$ cat src/rtl/btb_access_ctrl_pkg.sv
// Package: btb_access_ctrl_pkg
// Purpose: shared types and helpers for the BTB access controller.
//   - mode_e      : arbitration mode (NORMAL favours fetch, DRAIN empties the resolve FIFO)
//   - entry_width : width of one resolve FIFO entry laid out as {pc[W], hit, target[W]}
package btb_access_ctrl_pkg;

    typedef enum logic {
        MODE_NORMAL = 1'b0,
        MODE_DRAIN  = 1'b1
    } mode_e;

    function automatic int entry_width(input int w);
        return 2 * w + 1;
    endfunction

endpackage

$ cat src/rtl/btb_res_fifo.sv
// Module: btb_res_fifo
// Purpose: synchronous FIFO holding accepted taken resolves until the BTB port is free.
// Ports:
//   clk, rst           clock; asynchronous active-low reset (empties the FIFO)
//   push, push_data    write one entry (ignored when full)
//   pop                drop the head entry (ignored when empty)
//   head_data          current head entry (valid when !empty)
//   full, empty, occ   registered occupancy status
module btb_res_fifo #(
    parameter int DATA_W = 65,
    parameter int DEPTH  = 4
) (
    input  logic                       clk,
    input  logic                       rst,
    input  logic                       push,
    input  logic [DATA_W-1:0]          push_data,
    input  logic                       pop,
    output logic [DATA_W-1:0]          head_data,
    output logic                       full,
    output logic                       empty,
    output logic [$clog2(DEPTH):0]     occ
);

    localparam int PTR_W = $clog2(DEPTH);
    localparam int OCC_W = PTR_W + 1;
    localparam logic [OCC_W-1:0] DEPTH_OCC = OCC_W'(DEPTH);

    logic [DATA_W-1:0] mem [DEPTH];
    logic [PTR_W-1:0]  wr_ptr;
    logic [PTR_W-1:0]  rd_ptr;
    logic              push_ok;
    logic              pop_ok;

    assign full      = (occ == DEPTH_OCC);
    assign empty     = (occ == '0);
    assign push_ok   = push & ~full;
    assign pop_ok    = pop & ~empty;
    assign head_data = mem[rd_ptr];

    // Storage needs no reset; only the pointers and count define validity.
    always_ff @(posedge clk) begin
        if (push_ok) begin
            mem[wr_ptr] <= push_data;
        end
    end

    // Pointers wrap naturally because DEPTH is a power of two.
    always_ff @(posedge clk or negedge rst) begin
        if (!rst) begin
            wr_ptr <= '0;
            rd_ptr <= '0;
            occ    <= '0;
        end else begin
            if (push_ok) begin
                wr_ptr <= wr_ptr + 1'b1;
            end
            if (pop_ok) begin
                rd_ptr <= rd_ptr + 1'b1;
            end
            occ <= occ + OCC_W'(push_ok) - OCC_W'(pop_ok);
        end
    end

endmodule

$ cat src/rtl/btb_access_ctrl.sv
// Module: btb_access_ctrl
// Purpose: sole access port to the single-ported BTB. Arbitrates, one op per
// cycle, between fetch predicts and buffered execute resolves, and returns the
// 1-cycle-latency predict response to fetch.
// Ports:
//   clk, rst                         clock; asynchronous active-low reset
//   pred_req, pred_pc, pred_ready    fetch predict request / grant
//   flush                            kills the in-flight predict response
//   pred_rsp_valid/hit/target        predict response to fetch
//   res_valid/ready, res_pc, res_taken, res_hit, res_target   resolve offer
//   btb_en, btb_predict, btb_resolve, btb_pc_addr, btb_pr_*   BTB command
//   btb_hit, btb_target, btb_out_valid                        BTB registered outputs
//   stall_cnt                        cycles where fetch requested but was refused
module btb_access_ctrl
    import btb_access_ctrl_pkg::*;
#(
    parameter int W          = 32,
    parameter int RQ_DEPTH   = 4,
    parameter int HI_WM      = 3,
    parameter int LO_WM      = 1,
    parameter int STARVE_MAX = 8
) (
    input  logic         clk,
    input  logic         rst,
    input  logic         pred_req,
    input  logic [W-1:0] pred_pc,
    output logic         pred_ready,
    input  logic         flush,
    output logic         pred_rsp_valid,
    output logic         pred_rsp_hit,
    output logic [W-1:0] pred_rsp_target,
    input  logic         res_valid,
    output logic         res_ready,
    input  logic [W-1:0] res_pc,
    input  logic         res_taken,
    input  logic         res_hit,
    input  logic [W-1:0] res_target,
    output logic         btb_en,
    output logic         btb_predict,
    output logic         btb_resolve,
    output logic [W-1:0] btb_pc_addr,
    output logic         btb_pr_br_taken,
    output logic         btb_pr_hit,
    output logic [W-1:0] btb_pr_target,
    input  logic         btb_hit,
    input  logic [W-1:0] btb_target,
    input  logic         btb_out_valid,
    output logic [31:0]  stall_cnt
);

    localparam int EW       = entry_width(W);
    localparam int OCC_W    = $clog2(RQ_DEPTH) + 1;
    localparam int STARVE_W = $clog2(STARVE_MAX + 1);
    localparam logic [OCC_W-1:0]    HI_OCC     = OCC_W'(HI_WM);
    localparam logic [OCC_W-1:0]    LO_OCC     = OCC_W'(LO_WM);
    localparam logic [STARVE_W-1:0] STARVE_LIM = STARVE_W'(STARVE_MAX);

    mode_e                mode_q;
    mode_e                mode_d;
    logic [STARVE_W-1:0]  starve;
    logic                 inflight;
    logic                 pred_grant;
    logic                 res_grant;
    logic                 fifo_full;
    logic                 fifo_empty;
    logic [OCC_W-1:0]     occ;
    logic                 push;
    logic [EW-1:0]        head_data;
    logic [W-1:0]         head_pc;
    logic                 head_hit;
    logic [W-1:0]         head_target;

    // Not-taken resolves are acknowledged but never stored: the BTB ignores them.
    assign res_ready = rst & ~fifo_full;
    assign push      = res_valid & res_ready & res_taken;
    assign {head_pc, head_hit, head_target} = head_data;

    btb_res_fifo #(
        .DATA_W (EW),
        .DEPTH  (RQ_DEPTH)
    ) u_fifo (
        .clk       (clk),
        .rst       (rst),
        .push      (push),
        .push_data ({res_pc, res_hit, res_target}),
        .pop       (res_grant),
        .head_data (head_data),
        .full      (fifo_full),
        .empty     (fifo_empty),
        .occ       (occ)
    );

    // Arbiter and BTB command. Because the FIFO is registered, a resolve can
    // only issue from an entry accepted on an earlier cycle.
    always_comb begin
        pred_grant      = 1'b0;
        res_grant       = 1'b0;
        btb_en          = 1'b0;
        btb_predict     = 1'b0;
        btb_resolve     = 1'b0;
        btb_pc_addr     = '0;
        btb_pr_br_taken = 1'b0;
        btb_pr_hit      = 1'b0;
        btb_pr_target   = '0;
        if (rst) begin
            if (mode_q == MODE_DRAIN) begin
                res_grant = ~fifo_empty;
            end else if ((starve == STARVE_LIM) && !fifo_empty) begin
                res_grant = 1'b1;
            end else begin
                pred_grant = pred_req;
                res_grant  = ~pred_req & ~fifo_empty;
            end
        end
        if (pred_grant) begin
            btb_en      = 1'b1;
            btb_predict = 1'b1;
            btb_pc_addr = pred_pc;
        end else if (res_grant) begin
            btb_en          = 1'b1;
            btb_resolve     = 1'b1;
            btb_pc_addr     = head_pc;
            btb_pr_br_taken = 1'b1;
            btb_pr_hit      = head_hit;
            btb_pr_target   = head_target;
        end
    end

    assign pred_ready      = pred_grant;
    assign pred_rsp_valid  = inflight & btb_out_valid & ~flush;
    assign pred_rsp_hit    = pred_rsp_valid & btb_hit;
    assign pred_rsp_target = pred_rsp_valid ? btb_target : '0;

    // Mode next-state works from registered occupancy, so DRAIN starts one
    // cycle after the high watermark is reached.
    always_comb begin
        mode_d = mode_q;
        case (mode_q)
            MODE_NORMAL: if (occ >= HI_OCC) mode_d = MODE_DRAIN;
            MODE_DRAIN:  if (occ <= LO_OCC) mode_d = MODE_NORMAL;
        endcase
    end

    always_ff @(posedge clk or negedge rst) begin
        if (!rst) begin
            mode_q <= MODE_NORMAL;
        end else begin
            mode_q <= mode_d;
        end
    end

    // Starvation counter saturates so the forced-resolve condition stays
    // asserted until the resolve actually issues.
    always_ff @(posedge clk or negedge rst) begin
        if (!rst) begin
            starve <= '0;
        end else if (res_grant || fifo_empty) begin
            starve <= '0;
        end else if (starve != STARVE_LIM) begin
            starve <= starve + 1'b1;
        end
    end

    // In-flight predict tracking and fetch stall statistics.
    always_ff @(posedge clk or negedge rst) begin
        if (!rst) begin
            inflight  <= 1'b0;
            stall_cnt <= '0;
        end else begin
            inflight <= pred_grant & ~flush;
            if (pred_req && !pred_grant) begin
                stall_cnt <= stall_cnt + 32'd1;
            end
        end
    end

endmodule

$ cat config.mk
export PLATFORM = sky130hd
export DESIGN_NAME = btb_access_ctrl
export DESIGN_NICKNAME = d
export VERILOG_FILES = /design/src/rtl/btb_access_ctrl_pkg.sv /design/src/rtl/btb_res_fifo.sv /design/src/rtl/btb_access_ctrl.sv
export SDC_FILE = /design/constraint.sdc
export NUM_CORES = 1
export LEC_CHECK = 0
export ABC_AREA = 1
export CORE_ASPECT_RATIO = 0.5
export CORE_MARGIN = 2
export CORE_UTILIZATION = 44
export DETAILED_ROUTE_END_ITERATION = 8
export PLACE_DENSITY = 0.7
export SKIP_CTS_REPAIR_TIMING = 1
export SLEW_MARGIN = 5
export SYNTH_ARGS = -nofsm -noshare
export SYNTH_HDL_FRONTEND = slang
export SYNTH_SLANG_ARGS = --single-unit
$ cat constraint.sdc
create_clock -name clk -period 5.12 [get_ports clk]
set_input_delay 0.512 -clock clk [delete_from_list [all_inputs] [get_ports clk]]
set_output_delay 0.512 -clock clk [all_outputs]
set_load 0.01 [all_outputs]
==> impl_metrics.env <==
export IMPL_cp_arrival_ns=3.82
export IMPL_yosys_warnings=0
export IMPL_worstSetupStartpointType="flip-flop"
export IMPL_cp_top_family="buffers and inverters"
export IMPL_layout_common_cells="272 x clkdlybuf4s50_1, 266 x nor2_1, 260 x edfxtp_1"
export IMPL_h_tree_depth=1
export IMPL_start_util=0.452
export IMPL_clkLatencyLatePin_ns=0.58
export IMPL_maxCapViolCount=0
export IMPL_place_inst=1823
export IMPL_rows=44
export IMPL_rsz0062_at_grt="no"
export IMPL_syn_area_um2=13300
export IMPL_clock_skew_ns=0.0233
export IMPL_first_global_vias=9556
export IMPL_layout_cells_non_filler=1875
export IMPL_path_class="flip-flop to output port"
export IMPL_avgSynthCellArea_um2=11.0
export IMPL_die_h_um=127
export IMPL_synth_adder_area_share=0.0119
export IMPL_critPathCaptureType="output port"
export IMPL_antenna_found_initial=1
export IMPL_core_area_um2=29300
export IMPL_clockBufferDepth=3
export IMPL_worstPathMaxFanout=90
export IMPL_port_buffers=273
export IMPL_finalSetupViolCount=0
export IMPL_dr_first_iter_drc_count=625
export IMPL_critPathBufInv=4
export IMPL_p_leak_nw=6.18
export IMPL_die_w_um=250
export IMPL_total_power_mw=7.86
export IMPL_synth_top_area_share=0.589
export IMPL_vdd_ir_drop_max_mv=0.303
export IMPL_dr_total_vias=9613
export IMPL_synth_top_family_by_area="simple AND/OR/NAND/NOR gates"
export IMPL_min_period_ns=4.33
export IMPL_ys_ff_latch=305
export IMPL_worst_path_max_delay_cell="dfrtp_4"
export IMPL_yosys_area_top_type="edfxtp_1"
export IMPL_finalHoldViolCount=0
export IMPL_slew_headroom=0.387
export IMPL_grt_max_degree=91
export IMPL_cts_clk_slew_worst_paths_ns=0.07
export IMPL_fin_tns_setup_ns=0
export IMPL_nets=1611
export IMPL_clock_root_buffer="clkbuf_16"
export IMPL_status="completed"
export IMPL_cts_sinks=305
export IMPL_grt_pass1_wl_um=51100
export IMPL_wire_per_inst_um=17.5
export IMPL_drc=0
export IMPL_yosysSeqAreaShare=0.674
export IMPL_track_usage=0.204
export IMPL_cts_buffers_inserted=27
export IMPL_antenna_left=0
export IMPL_synthTopCellsByArea="edfxtp_1 59%, dfrtp_1 8.5%, nor2_1 7.6%, o21ai_0 6.2%, nand2_1 4.1%"
export IMPL_synthSimpleGateAreaFrac=0.155
export IMPL_ys_types=36
export IMPL_hp_class="primary input to async pin"
export IMPL_routed_wl_um=32800
export IMPL_fin_util=0.591
export IMPL_yosys_area_share_xor_xnor=0.0125
export IMPL_via_per_inst=5.13
export IMPL_critPathMaxStageDelay_ns=0.73
export IMPL_slew_violations=0
export IMPL_synth_nets=1356
export IMPL_synth_mux_area_frac=0
export IMPL_design_die_area_um2=31600
export IMPL_overflow=0
export IMPL_first_pass_iters=6
export IMPL_synth_compound_area_frac=0.0991
export IMPL_fin_crit_sh=0.845
export IMPL_dp_hpwl_um=20700
export IMPL_power_density_nw_per_um2=453
export IMPL_final_common_cell="clkdlybuf4s50_1"
export IMPL_fmax_mhz=231
export IMPL_syn_to_final_growth_pct=30.7
export IMPL_synthCells=1207
export IMPL_tightest_slew_ns=0.920
export IMPL_cp_cell_sequence="clkinv_2 > buf_4 > buf_4 > o21ai_0 > o22a_1 > o21ai_0 > clkdlybuf4s50_1"
export IMPL_cts_tree="yes"
export IMPL_place_congestion=0.873
export IMPL_ios=274
export IMPL_cp_data_required_time_ns=4.61
export IMPL_drive_gt1_frac=0.0701
## Yosys cell counts
cell and n:
inv_1 80, a22oi_1 1, nor3_1 3, nand2_2 4, buf_12 1, a31oi_1 1, nand2_4 1, clkbuf_1 25
o21ai_0 164, ha_1 11, buf_1 3, nand3b_1 5, buf_6 2, o21ai_1 5, and3_1 1, nor2_2 11
o21ai_2 1, nand3_2 2, xnor2_1 3, edfxtp_1 260, fa_1 1, o22a_1 32, a21oi_1 33, dfrtp_1 45
and2_1 1, nand2_1 146, buf_2 24, nor2_1 270, nand3_1 23, nor3_2 1, nor2_4 11, inv_4 1
xor2_1 16, nand4_1 9, inv_2 4, buf_4 6
## final timing paths
kind / cells after the start / to / from / slack [ns]
worst max-delay path: 7 / btb_pc_addr[29] / u_fifo.rd_ptr[0] / 0.79
worst min-delay path: 2 / starve[2] / rst / 0.39
worst max register to register: 12 / u_fifo.occ[2] / starve[0] / 2.04
worst min register to register: 1 / stall_cnt[2] / stall_cnt[2] / 0.53
max in group asynchronous: 3 / stall_cnt[22] / rst / 3.94
min in group clk: 2 / inflight / flush / 0.53
## layout make-up
type                            count  area (um^2)
Timing Repair Buffer              287         2870
Antenna cell                        1         2.50
Sequential cell                   305         8940
Multi-Input combinational cell    756         3720
Fill cell                        2330        12000
Clock buffer                       27          676
Inverter                           85          323
Tap cell                          391          489
Clock inverter                     23          304
## power by group
group	total (mW)	internal [mW]	switching [mW]
clock	2.25	1.29	0.964
sequential	3.05	2.89	0.164
combinational	2.56	1.09	1.47
## cell families after synthesis
kind of cell / count (synthesis)
buffers and inverters: 146
xor gates and xnor gates: 19
and+or+nand+nor: 488
DFF: 305
adders and majority gates: 12
AOI/OAI and AO/OA: 237
## sequential cells by signal, summed over array words and instances, names as in the netlist
register       count
inflight           1
stall_cnt         32
u_fifo.mem       260
u_fifo.occ         3
mode_q             1
u_fifo.rd_ptr      2
u_fifo.wr_ptr      2
starve             4
## layer usage
layer / GRT usage / up-vias / wire, um
met2: 0.370 / 242 / 16800
met1: 0.255 / 4674 / 13900
met3: 0.0308 / 63 / 1350
met5: 0 / - / 0
li1: - / 4634 / -
met4: 0.0581 / 0 / 772
## stage by stage
stage	hold slack, ns	area (um^2)	setup slack (ns)
6_report	0.390	17300	0.792
5_1_grt	0.404	17300	0.537
4_1_cts	-0.188	17300	0.763
3_5_place_dp	0.404	16300	1.37
3_3_place_gp	0.404	16300	1.44
2_1_floorplan	0.216	13300	0.778
Power figures use the tool's default switching activity.
